--- config.mk ---
export PLATFORM = sky130hd
export DESIGN_NAME = gate_dwell_timer
export DESIGN_NICKNAME = d
export VERILOG_FILES = /design/src/rtl/gate_check_pkg.sv /design/src/rtl/gate_dwell_timer.sv
export SDC_FILE = /design/constraint.sdc
export NUM_CORES = 1
export LEC_CHECK = 0
export ABC_AREA = 1
export CORE_AREA = 2 2 39 41
export DETAILED_ROUTE_END_ITERATION = 16
export DIE_AREA = 0 0 41 43
export PLACE_DENSITY = 0.53
export RECOVER_POWER = 50
export SYNTH_ARGS = -nofsm -noshare
export SYNTH_HDL_FRONTEND = slang
export SYNTH_SLANG_ARGS = --single-unit
--- constraint.sdc ---
create_clock -name clk -period 1.2 [get_ports clk]
set_input_delay 0.12 -clock clk [delete_from_list [all_inputs] [get_ports clk]]
set_output_delay 0.12 -clock clk [all_outputs]
set_load 0.05 [all_outputs]
--- src/rtl/gate_check_pkg.sv ---
// gate_check_pkg
// Shared types and constants for the gate truth-table checker.
//   state_t        : sweep controller states (IDLE, RUN, REPORT)
//   VEC_W          : width of the stimulus vector index ({a,b})
//   CNT_W          : width of the dwell counter (DWELL up to 255)
//   TT_*           : truth tables of common two-input gates,
//                    bit index = {a,b}
package gate_check_pkg;

    typedef enum logic [1:0] {
        IDLE   = 2'd0,
        RUN    = 2'd1,
        REPORT = 2'd2
    } state_t;

    localparam int VEC_W = 2;
    localparam int CNT_W = 8;

    localparam logic [3:0] TT_AND  = 4'b1000;
    localparam logic [3:0] TT_OR   = 4'b1110;
    localparam logic [3:0] TT_XOR  = 4'b0110;
    localparam logic [3:0] TT_NAND = 4'b0111;

endpackage

--- src/rtl/gate_dwell_timer.sv ---
// gate_dwell_timer
// Modulo-DWELL counter that paces how long each stimulus vector is held.
//   clk    : rising-edge clock
//   rst    : synchronous active-high reset
//   clear  : forces the count back to zero (used while not sweeping)
//   enable : advance the count this cycle
//   tc     : high during the last cycle of each dwell window
module gate_dwell_timer
    import gate_check_pkg::*;
#(
    parameter int DWELL = 2
) (
    input  logic clk,
    input  logic rst,
    input  logic clear,
    input  logic enable,
    output logic tc
);

    localparam logic [CNT_W-1:0] LAST = CNT_W'(DWELL - 1);

    logic [CNT_W-1:0] count;

    // The count wraps to zero on its own terminal cycle so consecutive
    // vectors each get exactly DWELL cycles without a separate reload.
    always_ff @(posedge clk) begin
        if (rst || clear) begin
            count <= '0;
        end else if (enable) begin
            if (tc) begin
                count <= '0;
            end else begin
                count <= count + CNT_W'(1);
            end
        end
    end

    assign tc = enable && (count == LAST);

endmodule

==> flow_summary.toml <==
[yosys]
synth-seq-area-share_pct = 33.8
synthCells = 74
synth_area_sq_um = 474
yosysUniqueCellTypes = 16
ys_warn_count = 0
avgSynthCellArea_sq_um = 6.41
synth.net_count = 80
synth-seq-cells = 8

[clock_network]
cts_buffers = 3
cts_max_level = 1
clk_pin_slew_ns = 0.06
cts_tree = "yes"
cts_root_buffer = "clkbuf_4"
clock-sinks = 8
clock_latency_ns = 0.26
cts_max_path_buffers = 2

[worst_setup_path]
regToRegSetupSlack_ns = -0.02
crit_fanout = 2
worstPathArrival_ns = 1.20
worstSetupPathType = "reg -> out"
cp_data_required_time_ns = 1.08
r2r-end = "count[4]$_SDFFE_PP0P_"
r2r_start = "count[1]$_SDFFE_PP0P_"
reg2reg_depth = 10
startpoint_type = "flip-flop"
end_kind = "output port"
critPathLaunch = "count[1]$_SDFFE_PP0P_"

[layout]
nets = 97
largest_register_ffs = 8
final_common_cell = "nand2_1"
n_antenna_cell = 0
area_growth_pct = 44.1
fin_cells = 106
drive_above_1_share_pct = 35.6
regMostFlops = "count"
final_cell_mix = "nand2_1, nor2_1, inv_1, buf_4, dfxtp_1"
design_area_sq_um = 683
largest_registers = "count (8)"

[timing]
finalCritPeriodShare_pct = 110
finalHoldViolations = 0
rsz0062_at_grt = "true"
slew_headroom_pct = 85.1
finalCriticalPeriod_ns = 1.32
setup_violations = 2
worstMarginPinSlew_ns = 0.223
setup_tns_ns = -0.144
finalMaxSlewViolations = 0
skew_ns = 0.00462
max_clock_freq_ghz = 0.757
worst_slack_ns = -0.121

[global_route]
grt_pass1_wl_microns = 1730
grt_overflow = 0
antenna_found_initial = 0
grt_max_degree = 6
grt_pass1_vias = 439
grt_use_total_pct = 15.1

[power_and_ir_drop]
leakagePower_nw = 0.287
vdd_drop_max_uv = 492
p_total_w = 0.000575
pwr_density_cell_nw_per_um2 = 842

[placement]
gp_congestion = 0.774
dp_hpwl_microns = 765
post-place-ws_ns = -0.139
place_area_sq_um = 609
io_buffers = 4
dp.cells = 99

[floorplanning]
io_pins = 5
start_util_pct = 34.3
die_w_microns = 41
core_region_area_sq_um = 1380
row_count = 14
fp.dieH_microns = 43
die-area_sq_um = 1760

[min_path]
min-delay-start = "count[4]$_SDFFE_PP0P_"
whs_path_depth = 2
hold_end = "count[4]$_SDFFE_PP0P_"
min_path_type = "reg -> reg"

[routing]
vias = 460
drt_wl_total_microns = 984
vias_per_cell = 4.34
drt_first_pass_iters = 4
ant_nets = 0
drtIter0Drc = 5
post_drt_wl_per_cell_microns = 9.28
post-route-drc-count = 0

[run_status]
violations = "negative setup slack"
status = "finished, violations left"

[job]
maxCapViolCount = 0
[cells by family after synthesis]
logic type | after synthesis | synth area share (%)
fa+ha+maj | 2 | 5.28
xor+xnor | 1 | 1.85
compound gates | 5 | 6.07
simple gates | 45 | 42.7
flops | 8 | 33.8
buf+inv | 13 | 10.3
[synth_stat cells]
library cell	number	area, sq um
dfxtp_1	8	160
nor2_4	1	11.3
o21ai_2	1	8.76
nor3_1	1	5.00
nor2_1	13	48.8
ha_1	2	25.0
a21oi_1	2	10.0
nand2_1	18	67.6
nor2_2	4	25.0
o21ai_1	2	10.0
or2_0	2	12.5
xor2_1	1	8.76
nand3_1	4	20.0
nand2_2	2	12.5
inv_1	10	37.5
inv_2	3	11.3
[worst max-delay path: stages (launching register included)]
cell	delay, ns
dfxtp_2	0.33
inv_2	0.06
ha_4	0.12
inv_2	0.04
nor2_4	0.07
nand2_2	0.07
nor2_4	0.11
buf_12	0.14
[report_power, final]
| group | total [W] | internal [W] | switching [W] |
|---|---|---|---|
| registers | 0.000270 | 0.000267 | 0.00000252 |
| clock network | 0.000229 | 0.000128 | 0.000101 |
| logic | 0.0000763 | 0.0000386 | 0.0000378 |
| total | 0.000575 | 0.000434 | 0.000141 |
[timing repair]
action,CTS,global route
resized for setup,0,6
endpoints found under the setup margin,1,6
hold buffers,0,0
pin swaps,2,4
setup buffers,3,0
[per-stage QoR]
step | hold slack, ns | util, %
final | 0.497 | 49.4
after global routing | 0.544 | 49.4
after CTS | 0.504 | 47.6
after detailed placement | 0.492 | 44.0
after global placement | 0.484 | 44.0
after floorplan | 0.298 | -
[area by class of cell]
cell class	instances	area, sq um
Clock buffer	4	26.3
Fill cell	142	701
Inverter	13	48.8
Multi-Input combinational cell	53	313
Sequential cell	8	165
Tap cell	16	20.0
Timing Repair Buffer	12	110
[layer usage]
metal  vias to the layer above  GRT usage (%)  wire length, microns
li1                        255              -                     -
met1                       198           20.2                   519
met2                         5           20.0                   424
met3                         2           4.71                    31
met4                         0           10.0                     9
met5                         -              0                     0
[worst max-delay path by stage]
stage / end / cells after the start
after detailed placement: count[4]$_SDFFE_PP0P_ / 8
final: tc / 7
after floorplan: count[7]$_SDFFE_PP0P_ / 9
after CTS: tc / 7
after global routing: tc / 7
after global placement: count[4]$_SDFFE_PP0P_ / 8
(Power assumes the default switching activity.)
